$ cat src/rtl/cpu_control_unit.sv
// Multicycle fetch/decode/execute controller for the 8-bit CPU.
// Owns PC, IR, a 4x8 register file and sequences an external combinational ALU.
module cpu_control_unit #(
  parameter logic [7:0] RESET_PC = 8'h00
) (
  input  logic       clk,
  input  logic       reset,
  input  logic       run,
  output logic [7:0] pc,
  input  logic [7:0] instr_data,
  output logic [7:0] alu_a,
  output logic [7:0] alu_b,
  output logic [2:0] alu_opcode,
  input  logic [7:0] alu_result,
  input  logic       alu_zero,
  output logic       zero_flag,
  output logic       halted,
  output logic [7:0] r0_out,
  output logic [2:0] state_out
);

  localparam logic [2:0] FETCH     = 3'd0;
  localparam logic [2:0] DECODE    = 3'd1;
  localparam logic [2:0] FETCH_IMM = 3'd2;
  localparam logic [2:0] EXEC      = 3'd3;
  localparam logic [2:0] WB        = 3'd4;
  localparam logic [2:0] HALT      = 3'd5;

  localparam logic [2:0] OP_ADD  = 3'b000;
  localparam logic [2:0] OP_SUB  = 3'b001;
  localparam logic [2:0] OP_LDI  = 3'b010;
  localparam logic [2:0] OP_MOV  = 3'b011;
  localparam logic [2:0] OP_JZ   = 3'b100;
  localparam logic [2:0] OP_JMP  = 3'b101;
  localparam logic [2:0] OP_NOP  = 3'b110;
  localparam logic [2:0] OP_HALT = 3'b111;

  logic [2:0]      state;
  logic [7:0]      ir;
  logic [7:0]      tmp;
  logic [3:0][7:0] regs;
  logic [2:0]      op;
  logic [1:0]      rd, rs;

  assign op = ir[7:5];
  assign rd = ir[4:3];
  assign rs = ir[2:1];

  assign alu_a      = regs[rd];
  assign alu_b      = regs[rs];
  assign alu_opcode = (state == EXEC) ? op : 3'b000;
  assign r0_out     = regs[0];
  assign state_out  = state;

  always_ff @(posedge clk) begin
    if (reset) begin
      state     <= FETCH;
      pc        <= RESET_PC;
      ir        <= 8'h00;
      tmp       <= 8'h00;
      regs      <= '0;
      zero_flag <= 1'b0;
      halted    <= 1'b0;
    end else begin
      case (state)
        FETCH: begin
          if (run) begin
            ir    <= instr_data;
            pc    <= pc + 8'd1;
            state <= DECODE;
          end
        end
        DECODE: begin
          case (op)
            OP_ADD, OP_SUB:        state <= EXEC;
            OP_LDI, OP_JZ, OP_JMP: state <= FETCH_IMM;
            OP_MOV:                state <= WB;
            OP_NOP:                state <= FETCH;
            OP_HALT: begin
              state  <= HALT;
              halted <= 1'b1;
            end
            default:               state <= FETCH;
          endcase
        end
        FETCH_IMM: begin
          state <= FETCH;
          case (op)
            OP_LDI: begin
              tmp   <= instr_data;
              pc    <= pc + 8'd1;
              state <= WB;
            end
            OP_JMP:  pc <= instr_data;
            OP_JZ:   pc <= zero_flag ? instr_data : pc + 8'd1;
            default: pc <= pc + 8'd1;
          endcase
        end
        EXEC: begin
          tmp       <= alu_result;
          zero_flag <= alu_zero;
          state     <= WB;
        end
        WB: begin
          // MOV bypasses TMP and copies the source register directly
          regs[rd] <= (op == OP_MOV) ? regs[rs] : tmp;
          state    <= FETCH;
        end
        HALT:    state <= HALT;
        default: state <= FETCH;
      endcase
    end
  end

endmodule
$ cat config.mk
export PLATFORM = sky130hd
export DESIGN_NAME = cpu_control_unit
export DESIGN_NICKNAME = d
export VERILOG_FILES = /design/src/rtl/cpu_control_unit.sv
export SDC_FILE = /design/constraint.sdc
export NUM_CORES = 1
export LEC_CHECK = 0
export CAP_MARGIN = 20
export CORE_MARGIN = 2
export CORE_UTILIZATION = 25
export CTS_BUF_LIST = sky130_fd_sc_hd__clkbuf_4
export DETAILED_ROUTE_END_ITERATION = 8
export GPL_TIMING_DRIVEN = 0
export PLACE_DENSITY_LB_ADDON = 0.08
export SYNTH_ARGS = -nofsm -noshare
export SYNTH_HDL_FRONTEND = slang
export SYNTH_SLANG_ARGS = --single-unit
$ cat constraint.sdc
create_clock -name clk -period 2.3 [get_ports clk]
set_input_delay 0.23 -clock clk [delete_from_list [all_inputs] [get_ports clk]]
set_output_delay 0.23 -clock clk [all_outputs]
set_load 0.01 [all_outputs]
After elaboration in Yosys (flattened, before gate mapping)
Index checks and enable logic that the tools add are counted.

storage, ports and cells
  register bits = 61
  latch bits = 0
  memory bits (writable) = 0
  bits in read-only memories = 0
  bits of input ports = 20
  logic and storage cells = 58
  memories kept = 0

cells by class
  add/subtract/negate cells = 1
  $mul = 0
  divide/modulo/power cells = 0
  order comparisons = 3
  eq/ne operators = 14
  shift operators = 0
  muxes and demuxes = 19
  bitwise operators = 0
  reduce and logical (&&, ||, !) cells = 11

operator list
  kind                                                         count
  2-to-1 mux 8 bit                                             7
  one-hot mux 8 bit (2 select lines)                           3
  binary-select mux 8 bit (select 2 bit)                       2
  bitwise mux 32 bit                                           1
  one-hot mux 3 bit (5 select lines)                           2
  == test 3 bit (second input constant)                        6
  demux 8 bit (select 2 bit)                                   1
  == test 3 x 2 -> 1 bit (second input constant)               4
  2-to-1 mux 3 bit                                             3
  adder 8 x 1 -> 8 bit (second input constant)                 1
  AND reduction 2 bit                                          4
  == test 3 x 1 -> 1 bit (second input constant)               2
  logical NOT 3 bit                                            2
  less-than comparator 2 x 3 -> 1 bit (second input constant)  2
  != test 2 bit (second input constant)                        2
  nonzero test 2 bit                                           2
  OR reduction 3 bit                                           1
  >= comparator 2 x 1 -> 1 bit (second input constant)         1
  OR reduction 2 bit                                           1
  logical AND 1 bit                                            1

Longest topological paths before layout
Gate-level depths: netlist of the first run.

  word-level depth = 5
  mapped depth = 6
  gate-level depth less buffers = 5

Least setup slack after synthesis of the first run
OpenSTA, ideal clock, no wires.

  path type = flip-flop to flip-flop
  start point = reg state[0] (netlist: state_out[0])
  end point = reg pc[2]
  library setup time = 117 ps
  arrival time = 1803 ps
  required time = 2183 ps
  slack = 379 ps
  cell stages (with the launch flop) = 7
  path buffers = 2
  period minus slack after synthesis = 1921 ps
  cell sequence = dfxtp_1 buf_6 or4b_4 or2_1 buf_6 mux2_4 a32o_1

between the ends
  cells in the longest elaborated chain, start to end = 3
  elaborated cells between the ends (all ways) = 6
  classes of those cells = 2 x eq/ne; 1 x mux; 3 x reduce/logical

RTL lines
  item                                                                  RTL line  RTL
  from (decl)                                                           38        logic [2:0] state;
  from (signal assigned)                                                57        state <= FETCH;
  from (signal assigned)                                                70        state <= DECODE;
  from (signal assigned)                                                75        OP_ADD, OP_SUB: state <= EXEC;
  == test 3 x 2 -> 1 bit / logical NOT 3 bit (equally long branches)    65        case (state)
  nonzero test 2 bit (no line) / != test 2 bit (equally long branches)  -
  AND reduction 2 bit (no line)                                         -
  to (signal assigned)                                                  69        pc <= pc + 8'd1;
  to (signal assigned)                                                  91        pc <= pc + 8'd1;
  to (signal assigned)                                                  94        OP_JMP: pc <= instr_data;
  to (decl)                                                             9         output logic [7:0] pc,

Several ways; a longest one is shown, not always the timed one.
A chain may end at the register's enable or synchronous reset.

Worst setup path in the final report of the first run
  start point = reg ir[1]
  end point = out alu_b[0]

between the ends
  cells in the longest elaborated chain, start to end = 2

RTL lines
  item                                    RTL line  RTL
  from (decl)                             39        logic [7:0] ir;
  from (signal assigned)                  68        ir <= instr_data;
  binary-select mux 8 bit (select 2 bit)  50        assign alu_b = regs[rs];
  2-to-1 mux 8 bit (not written as such)  50
  to (decl)                               12        output logic [7:0] alu_b,

No other way between the ends. The select of a mux whose other input is x is not followed.

==> metrics.md, run 1 <==
| Metric | Value |
|---|---|
| Worst reg2reg startpoint | ir[6] |
| CTS H-tree lvls | 3 |
| Setup violations, final | 0 |
| Final Hold Fails | 0 |
| Hold crit path type | input pin to flop |
| Clock latency on the worst-skew pair | 0.41 ns |
| Yosys top cell by area | dfxtp_1 |
| CP cell instances | buf_12 > mux4_2 > clkdlybuf4s50_1 |
| Sequential share of the synthesized area | 39.5% |
| Die width | ~110 µm |
| Share of cells above drive strength 1 | 17.3% |
| Synth Net Count | 366 |
| # rows | 40 |
| Post-CTS Hold Buffers | 0 |
| Crit path capture | alu_b[0] |
| Least-Margin Pin Slew | about 0.73 ns |
| Comb power frac | 13.2% |
| Core area | around 12000 µm² |
| Flop pwr share | 48.7% |
| Avg Inst Size Synth | between 8 and 9 µm² |
| Max Fclk | approximately 450 MHz |
| Post-synthesis compound-gate area fraction | 8.90% |
| Top cell type's share of synthesized area | between 30 and 40% |
| Multi-input combinational cell area | 1670 µm² |
| Clock-pin slew on the worst setup and hold paths | 0.11 ns |
| Inserted Diodes | 0 |
| Non-Filler Instances | around 560 |
| FF+latch area | roughly 1200 µm² |
| Overall Global Routing Usage | 15.9% |
| Placed cell count | 550 |
| Hold path start | alu_zero |
| Cells after Synth | about 350 |
| Final Util | around 34% |
| Starting Density | roughly 26% |
| Power Total | approximately 2.3 mW |
| Initial drt markers | between 100 and 150 |
| First drt pass iteration count | 4 |
| Clock Skew | ~0.019 ns |
| Synth Area in Simple Gates | 27.7% |
| Synth warn | 0 |
| Adder-cell share of the synthesized area | less than 1% |
| Number of global-route vias before repair | ~2800 |
| Io pins | 60 |
| Switching power | between 600 and 700 µW |
| Worst reg-to-reg path cell count | 6 |
| Vias per inst | between 4 and 5 |
| Ys async rst share | 0% |
| CTS sink count | 60 |
| WS Path Type | flop to output port |
| Slew headroom | 51.3% |
| WL final | about 10000 µm |
| Critical Path Fanout Max | 9 |
| Via count | between 2000 and 3000 |
| Full die area | approximately 13000 µm² |
| Wire length per cell | 17.8 µm |
| Biggest cell delay along the critical path | between 0.5 and 0.6 ns |
| Crit Reg-Reg Endpoint | regs[17] |
| Filler cells | 1269 |
| Synth Area in XOR/XNOR | 0% |
| Int Pwr | ~1.6 mW |
| Hold_ws | 0.380 ns |
| DR DRC count | 0 |
| CP Capture Type | output port |
| Total grt overflow | 0 |
| WP data arrival | 1.97 ns |
| Sw Ratio | about 27% |
| Max-cap violation count | 0 |
| Lkg Pwr | 1.51 nW |
| Fin crit share | a little over nine tenths |
| Top_reg_cell synth | dfxtp_1 |
| Number of flops mapped to enable cells by yosys | 0 |
| Post-Synthesis Cell Area | roughly 3000 µm² |
| CP required | a little over 2 ns |
| Placed inst area | ~3800 µm² |
| Fin crit period | 2.20 ns |
| Nets | around 430 |
| Pre-CTS setup slack | -0.183 ns |
| Initial antenna violation count | 0 |
| Die Height | 114 µm |
| Fin worst setup slack | ~0.098 ns |
| Pin count of the biggest net entering global routing | 14 |
| RSZ-0062 raised after global routing | no |
| PortBufs | between 50 and 60 |
| Yosys reg bits | 60 |
| Power density over the cells | between 500 and 600 nW/µm² |
| Distinct cells, synth | 45 |
| Dpl hpwl | between 7000 and 8000 µm |
| GPL Wtd Cong | 0.812 |
| Layout area overhead | 32.1% |
| Global-route wire length before repair | about 16000 µm |
| CTS tree | yes |
| ANT nets after route | 0 |
| Clock root cell | clkbuf_4 |
| Max VDD drop | around 0.00029 V |
| Clock network fraction of design power | between 30% and 40% |
| Mux cell area share after synthesis | around 18% |
| Setup TNS | 0 ns |
| CTS Buffer Depth | 2 |
| Worst Setup SP | ir[1] |
| TritonCTS Buffers | 9 |
| Slowest-stage cell, CP | mux4_2 |
| Critical Path Source Type | flop |
| Slew Limit Fails | 0 |
| Outcome | finished clean |
| Largest family of logic cells by synthesized area | simple AND/OR/NAND/NOR gates |
| Reg2reg setup slack | ~0.18 ns |
| Synth top area cells | dfxtp_1, nor2_1, mux4_2, nor3_1, mux2_2 |
| Design area | 4010 µm² |
[flip-flops by register name, summed over array words and instances (netlist names)]
register and count:
r0_out 8, zero_flag 1, ir 7, halted 1
state_out 3, pc 8, tmp 8, regs 24
[layer usage]
layer  global-route usage (%)  vias to the layer above  routed length [µm]
li1                         -                     1364                   -
met1                     21.4                     1329                4740
met2                     25.8                       71                4710
met3                     2.81                        9                 466
met4                     5.69                        0                 132
met5                        0                        -                   0
[worst min-delay path by stage]
stage                           end  slack [ns]  cells past startpoint
final                     zero_flag        0.38                      3
after floorplan           zero_flag        0.37                      2
after global routing      zero_flag        0.38                      3
after global placement       halted        0.47                      2
after CTS                 zero_flag        0.36                      3
after detailed placement     halted        0.47                      2
[cell type report]
class                      count  area share [%]
buffer                        29            4.80
clock buffer                   9            1.68
clock inverter                 7            2.28
inverter                       3           0.281
multi-input combinational    251            41.6
sequential                    60            30.2
tap                          147            4.58
timing repair buffer          58            14.6
[cells in the mapped netlist (2+ instances only)]
master / number
o221ai_1: 2
nor4b_1: 2
mux2i_1: 7
clkbuf_1: 14
nor2b_1: 2
o221a_2: 6
inv_1: 3
buf_4: 9
nor4_1: 2
mux4_2: 16
a21oi_1: 9
nand4_1: 2
buf_6: 2
buf_1: 5
a22oi_1: 3
nor3_1: 35
a31oi_1: 2
nand3_1: 7
nor2_1: 97
o21ai_0: 6
and3_1: 6
mux2_2: 8
or4b_2: 2
and4_1: 4
nand2_1: 12
and2_1: 4
dfxtp_1: 60
[power by group through the flow]
stage,Combinational (mW),Clock [mW],Sequential (mW)
final,0.299,0.862,1.10
after global routing,0.327,0.924,1.11
after floorplan,0.169,0,1.11
after global placement,0.299,0,1.12
after CTS,0.299,0.893,1.10
after detailed placement,0.297,0,1.12
[kinds of logic (layout without fill, tap and decap cells)]
kind of cell	Yosys count	count (layout)
AOI/OAI and AO/OA	37	37
adders and majority gates	1	1
buffers and inverters	34	106
DFF	60	60
muxes	32	32
and+or+nand+nor	181	181
[cell usage in the layout (no fill, tap or decap), types with 3 or more instances in the layout]
master and count:
clkdlybuf4s50_1 56, clkbuf_4 11, buf_4 9, inv_1 3, buf_1 3, nand2_1 12
mux2i_1 7, o221a_2 6, a21oi_1 9, mux4_2 16, mux2_2 8, and3_1 6
a22oi_1 3, and4_1 4, clkbuf_1 11, o21ai_0 6, nand3_1 7, nor3_1 35
clkinv_2 3, and2_1 4, dfxtp_1 56, nor2_1 96
[what timing repair did]
item / CTS / global route
pin swaps: 0 / 0
setup endpoints to repair: 25 / 18
resized for setup: 18 / 8
setup buffers: 0 / 0
[critical path: cells and delay by family (launching register included)]
kind / cells / cell delay [ns]
buffers and inverters: 2 / 0.67
DFF: 1 / 0.37
muxes: 1 / 0.53
Note: power is estimated with default switching activity, not from simulation.
==> inputs of run 2 (changes only) <==
- CTS_BUF_LIST: sky130_fd_sc_hd__clkbuf_4 -> sky130_fd_sc_hd__clkbuf_16
- DONT_BUFFER_PORTS: default -> 1
==> run 2 against run 1 <==
  * Worst setup slack gained 0.096 ns
  * Global-route usage grew 0.81 points
  * Critical path type unchanged
  * Critical path depth shrank 1
  * Largest power group is now clock
  * Largest cell class unchanged
  * First-iteration DRC count grew 17%
  * Cell count shrank 10%
==> metrics.md, run 2 (synthesized netlist as in run 1, its figures left out) <==
| Metric | Value |
|---|---|
| Core area | 11900 µm² (unchanged) |
| CP required | 2.07 ns (about the same) |
| TritonCTS Buffers | 9 (unchanged) |
| CP bufs+invs | 1 (-1) |
| Fin crit period | 2.11 ns (-0.0965 ns) |
| Metal3 WL | 771 µm (+65%) |
| Power density over the cells | 720 nW/µm² (+28%) |
| CTS Buffer Depth | 2 (unchanged) |
| Number of global-route vias before repair | 2550 (-7.7%) |
| Slowest-stage cell, CP | mux4_2 |
| CP cell instances | clkdlybuf4s15_2 > mux4_2 |
| Total grt overflow | 0 (unchanged) |
| Max VDD drop | 0.000280 V (-4.0%) |
| Multi-input combinational cell area | 1660 µm² (-0.60%) |
| Overall Global Routing Usage | 16.8% (+0.81 points) |
| Die width | 114 µm (unchanged) |
| Commonest non-fill, non-tap cells in the layout | nor2_1, dfxtp_1, nor3_1, mux4_2 |
| Max FFs per register | 24 (unchanged) |
| Critical Path Source Type | flop |
| Worst reg2reg startpoint | ir[4] |
| Top sig layer | met4 |
| Initial drt markers | 162 (+17%) |
| Family with the most delay on the worst path | multiplexers |
| Setup violations, final | 0 (unchanged) |
| GPL Wtd Cong | 0.771 (-5.0%) |
| Outcome | finished clean |
| Worst Setup SP | ir[3] |
| Dpl hpwl | 7130 µm (+1.6%) |
| DRT met1 WL | 4650 µm (-1.9%) |
| FF+latch area | 1200 µm² (-0.83%) |
| Final Util | 29.2% (-4.5 points) |
| Most common cell after layout, fill and taps aside | nor2_1 |
| Clock network fraction of design power | 46.8% (+8.7 points) |
| Sink of the worst hold path | zero_flag |
| Hold crit path type | input pin to flop |
| Clock Skew | 0.00583 ns (-0.0134 ns) |
| Comb power frac | 9.2% (-4.0 points) |
| Lkg Pwr | 1.30 nW (-14%) |
| # rows | 40 (unchanged) |
| Global-route wire length before repair | 15900 µm (+2.7%) |
| Post-CTS Setup Inserts | 0 (unchanged) |
| Final Hold Fails | 0 (unchanged) |
| Flop pwr share | 44.0% (-4.7 points) |
| Int Pwr | 1.85 mW (+13%) |
| Clock latency on the worst-skew pair | 0.33 ns (-0.08 ns) |
| Initial antenna violation count | 0 (unchanged) |
| Starting Density | 25.5% (unchanged) |
| Biggest cell delay along the critical path | 0.62 ns (+0.09 ns) |
| Share of cells above drive strength 1 | 17.0% (-0.23 points) |
| CTS sink count | 60 (unchanged) |
| Nets | 376 (-13%) |
| WHS Path Cells | 2 (-1) |
| Metal2 WL | 4920 µm (+4.4%) |
| DR DRC count | 0 (unchanged) |
| Die Height | 114 µm (unchanged) |
| Power Total | 2.50 mW (+11%) |
| Slew Limit Fails | 0 (unchanged) |
| Hold path start | alu_zero |
| PortBufs | 0 (-100%) |
| Crit Reg-Reg Endpoint | regs[16] |
| Clock-pin slew on the worst setup and hold paths | 0.05 ns (-0.06 ns) |
| Worst reg-to-reg path cell count | 4 (-2) |
| Switching power | 647 µW (+4.6%) |
| Reg2reg setup slack | 0.23 ns (+0.05 ns) |
| WP data arrival | 1.88 ns (-0.09 ns) |
| Max-cap violation count | 0 (unchanged) |
| Filler cells | 1276 (+0.55%) |
| Hold_ws | 0.0473 ns (-0.332 ns) |
| WL final | 10500 µm (+4.2%) |
| First drt pass iteration count | 5 (+1) |
| Layout area overhead | 14.4% |
| Wire length per cell | 20.7 µm (+16%) |
| Critical Path Fanout Max | 10 (+1) |
| Max Fclk | 475 MHz (+4.6%) |
| Io pins | 60 (unchanged) |
| ANT nets after route | 0 (unchanged) |
| CP Capture Type | output port |
| CTS H-tree lvls | 3 (unchanged) |
| Slew headroom | 47.5% (-3.7 points) |
| Least-Margin Pin Slew | 0.787 ns (+0.0561 ns) |
| Via count | 2630 (-5.2%) |
| Pin count of the biggest net entering global routing | 11 (-3) |
| Full die area | 13000 µm² (unchanged) |
| Vias per inst | 5.21 (+5.9%) |
| Sw Ratio | 25.9% (-1.5 points) |
| CTS tree | yes |
| RSZ-0062 raised after global routing | no |
| Fin crit share | 91.5% (-4.2 points) |
| Inserted Diodes | 0 (unchanged) |
| Largest register by flop count | regs |
| Clock root cell | clkbuf_16 |
| WS Path Type | flop to output port |
## run 2: cell count changes in the layout (fill, tap and decap cells not counted), moves of 2 or more
cell             delta
clkdlybuf4s50_1    -56
clkbuf_4           -11
clkbuf_16           +9
dfxtp_1             +4
bufinv_16           -2
dfxtp_2             -2
dfxtp_4             -2
dlymetal6s2s_1      -2
## run 2: how the worst max path moves through the flow
stage / to / slack (ns) / depth (start not counted)
floorplan: pc[2] / 0.38 / 6
global placement: regs[27] / -0.04 / 4
detailed placement: regs[30] / -0.009 / 4
CTS: alu_opcode[0] / 0.11 / 4
global route: regs[18] / 0.06 / 6
finish: alu_a[0] / 0.19 / 2
## run 2: per-layer routing
layer / global-route usage (%) / vias to the layer above
li1: - / 1256
met1: 22.6 / 1282
met2: 25.9 / 80
met3: 4.76 / 12
met4: 5.45 / 0
met5: 0 / -
## run 2: power by group through the flow
| stage | Combinational (mW) | Sequential (mW) | Clock, mW |
|---|---|---|---|
| final | 0.229 | 1.10 | 1.17 |
| after floorplan | 0.169 | 1.11 | 0 |
| after detailed placement | 0.229 | 1.12 | 0 |
| after global routing | 0.252 | 1.10 | 1.25 |
| after global placement | 0.231 | 1.12 | 0 |
| after CTS | 0.232 | 1.10 | 1.20 |
## run 2: cell type report
class	count	area share (%)
multi-input combinational	251	47.7
buffer	30	4.93
tap	147	5.29
inverter	3	0.324
clock buffer	9	6.48
sequential	60	34.6
clock inverter	5	0.648
## run 2: repair_timing
| item | CTS | global route |
|---|---|---|
| resized for setup | 2 | 2 |
| endpoints found under the hold margin | 0 | 0 |
| setup endpoints to repair | 15 | 7 |
| hold buffers | 0 | 0 |
## run 2: metrics by stage
step	setup slack [ns]	instances	setup TNS, ns	cell area, µm²
2_1_floorplan	0.379	345	0	3040
3_3_place_gp	-0.0366	492	-0.198	3220
3_5_place_dp	-0.00876	492	-0.0152	3220
4_1_cts	0.106	506	0	3480
5_1_grt	0.0588	505	0	3470
6_report	0.195	505	0	3470
==> inputs of run 3 (changes only) <==
- CELL_PAD_IN_SITES_DETAIL_PLACEMENT: default -> 1
- CELL_PAD_IN_SITES_GLOBAL_PLACEMENT: default -> 1
==> run 3 against run 2 <==
  * Register-to-register slack worse by 0.04 ns
  * Global-route usage is 0.83 points higher
  * Worst setup slack worse by 0.0083 ns
  * Clock skew is 0.0016 ns higher
  * Combinational power hardly changed
  * Non-clock buffer count stayed put
  * Maximum frequency is 0.39% lower
  * Wire length is 3.1% higher
  * Clock power hardly changed
  * Final area is 0.22% higher
==> metrics.md, run 3 (synthesized netlist as in run 1, its figures left out) <==
| Metric | Value |
|---|---|
| Outcome | finished clean |
| CTS tree | yes |
| Lkg Pwr | 1.31 nW (+0.66%) |
| Clock root cell | clkbuf_16 |
| Slew Limit Fails | 0 (unchanged) |
| DR DRC count | 0 (unchanged) |
| Layout area overhead | 14.6% |
| CTS H-tree lvls | 3 (unchanged) |
| Global-route wire length before repair | 16600 µm (+4.5%) |
| Max VDD drop | 0.000233 V (-17%) |
| Clock-pin slew on the worst setup and hold paths | 0.05 ns (about the same) |
| First drt pass iteration count | 4 (-1) |
| Power Total | 2.53 mW (+1.1%) |
| Metal3 WL | 534 µm (-31%) |
| Max FFs per register | 24 (unchanged) |
| Full die area | 13000 µm² (unchanged) |
| Fin crit period | 2.11 ns (+0.00833 ns) |
| Die width | 114 µm (unchanged) |
| Top sig layer | met4 |
| PortBufs | 0 (unchanged) |
| Initial drt markers | 140 (-14%) |
| Commonest non-fill, non-tap cells in the layout | nor2_1, dfxtp_1, nor3_1, mux4_2, clkbuf_1 |
| Die Height | 114 µm (unchanged) |
| Starting Density | 25.5% (unchanged) |
| Share of cells above drive strength 1 | 16.7% (-0.37 points) |
| Number of global-route vias before repair | 2700 (+5.9%) |
| GPL Wtd Cong | 0.751 (-2.6%) |
| Max Fclk | 473 MHz (-0.39%) |
| Clock Skew | 0.00744 ns (+0.00162 ns) |
| DRT met1 WL | 5190 µm (+11%) |
| Clock latency on the worst-skew pair | 0.34 ns (about the same) |
| TritonCTS Buffers | 9 (unchanged) |
| Pin count of the biggest net entering global routing | 11 (unchanged) |
| Core area | 11900 µm² (unchanged) |
| Hold crit path type | input pin to flop |
| RSZ-0062 raised after global routing | no |
| WP data arrival | 2.37 ns (+0.49 ns) |
| ANT nets after route | 0 (unchanged) |
| # rows | 40 (unchanged) |
| Power density over the cells | 726 nW/µm² (+0.92%) |
| Dpl hpwl | 7570 µm (+6.2%) |
| Setup violations, final | 0 (unchanged) |
| Least-Margin Pin Slew | 0.794 ns (+0.00712 ns) |
| Io pins | 60 (unchanged) |
| Wire length per cell | 21.3 µm (+2.7%) |
| CTS Buffer Depth | 2 (unchanged) |
| Via count | 2600 (-1.1%) |
| WL final | 10800 µm (+3.1%) |
| Metal2 WL | 4870 µm (-1.1%) |
| Post-CTS Hold Buffers | 0 (unchanged) |
| Initial antenna violation count | 0 (unchanged) |
| WS Path Type | flop to flop |
| Total grt overflow | 0 (unchanged) |
| Largest register by flop count | regs |
| CTS sink count | 60 (unchanged) |
| Most common cell after layout, fill and taps aside | nor2_1 |
| Design area | 3480 µm² (+0.22%) |
| Critical Path Fanout Max | 9 (-1) |
| Vias per inst | 5.13 (-1.5%) |
| Critical Path Source Type | flop |
| Overall Global Routing Usage | 17.6% (+0.83 points) |
| Max-cap violation count | 0 (unchanged) |
| Inserted Diodes | 0 (unchanged) |
| Slew headroom | 47.0% (-0.47 points) |
| CP required | 2.56 ns (+0.49 ns) |
| Placed inst area | 3220 µm² (unchanged) |
| Fin crit share | 91.9% (+0.36 points) |
| CP Capture Type | flop |
| Final Hold Fails | 0 (unchanged) |
| Nets | 376 (unchanged) |
==> run 3: cell type report <==
type	count	area [µm²]
clock inverters	7	28.8
clock buffers	9	225
well taps	147	184
inverters	3	11.3
flip-flops and latches	60	1200
fillers	1389	8430
multi-input cells	251	1660
plain buffers	30	170
==> run 3: critical path: stages, from the launching register on <==
cell,delay (ns)
dfxtp_1,0.35
buf_6,0.16
nor2_1,0.32
o21ai_1,0.37
or4b_2,0.75
o221ai_1,0.09
==> run 3: stage by stage <==
stage / util [%] / hold WS, ns / instances / worst slack (ns) / TNS [ns]
floorplan: - / 0.366 / 345 / 0.379 / 0
global placement: 27.0 / 0.374 / 492 / -0.0671 / -0.436
detailed placement: 27.0 / 0.381 / 492 / -0.0812 / -0.585
CTS: 29.2 / 0.0188 / 508 / 0.0961 / 0
finish: 29.2 / 0.0327 / 507 / 0.187 / 0
global route: 29.2 / 0.0486 / 507 / 0.0274 / 0
==> run 3: final timing paths <==
path / from / end / slack [ns] / cells past startpoint
max: state_out[0] / pc[6] / 0.19 / 5
min: alu_zero / zero_flag / 0.03 / 2
max reg2reg: state_out[0] / pc[6] / 0.19 / 5
min reg2reg: tmp[3] / tmp[3] / 0.49 / 2
==> run 3: per-layer routing <==
metal / GRT usage, % / up-vias
li1: - / 1251
met1: 23.5 / 1289
met2: 27.1 / 46
met3: 4.45 / 14
met4: 7.40 / 0
met5: 0 / -
==> run 3: repair_timing <==
| item | 4_1_cts | 5_1_grt |
|---|---|---|
| buffers inserted | 0 | 0 |
| gates resized for setup | 2 | 1 |
| endpoints found under the setup margin | 15 | 4 |
==> run 3: where the power goes <==
group	total, mW	switching (mW)	internal (mW)
clock	1.20	0.491	0.705
sequential	1.10	0.0347	1.07
combinational	0.232	0.148	0.0845
total	2.53	0.674	1.86
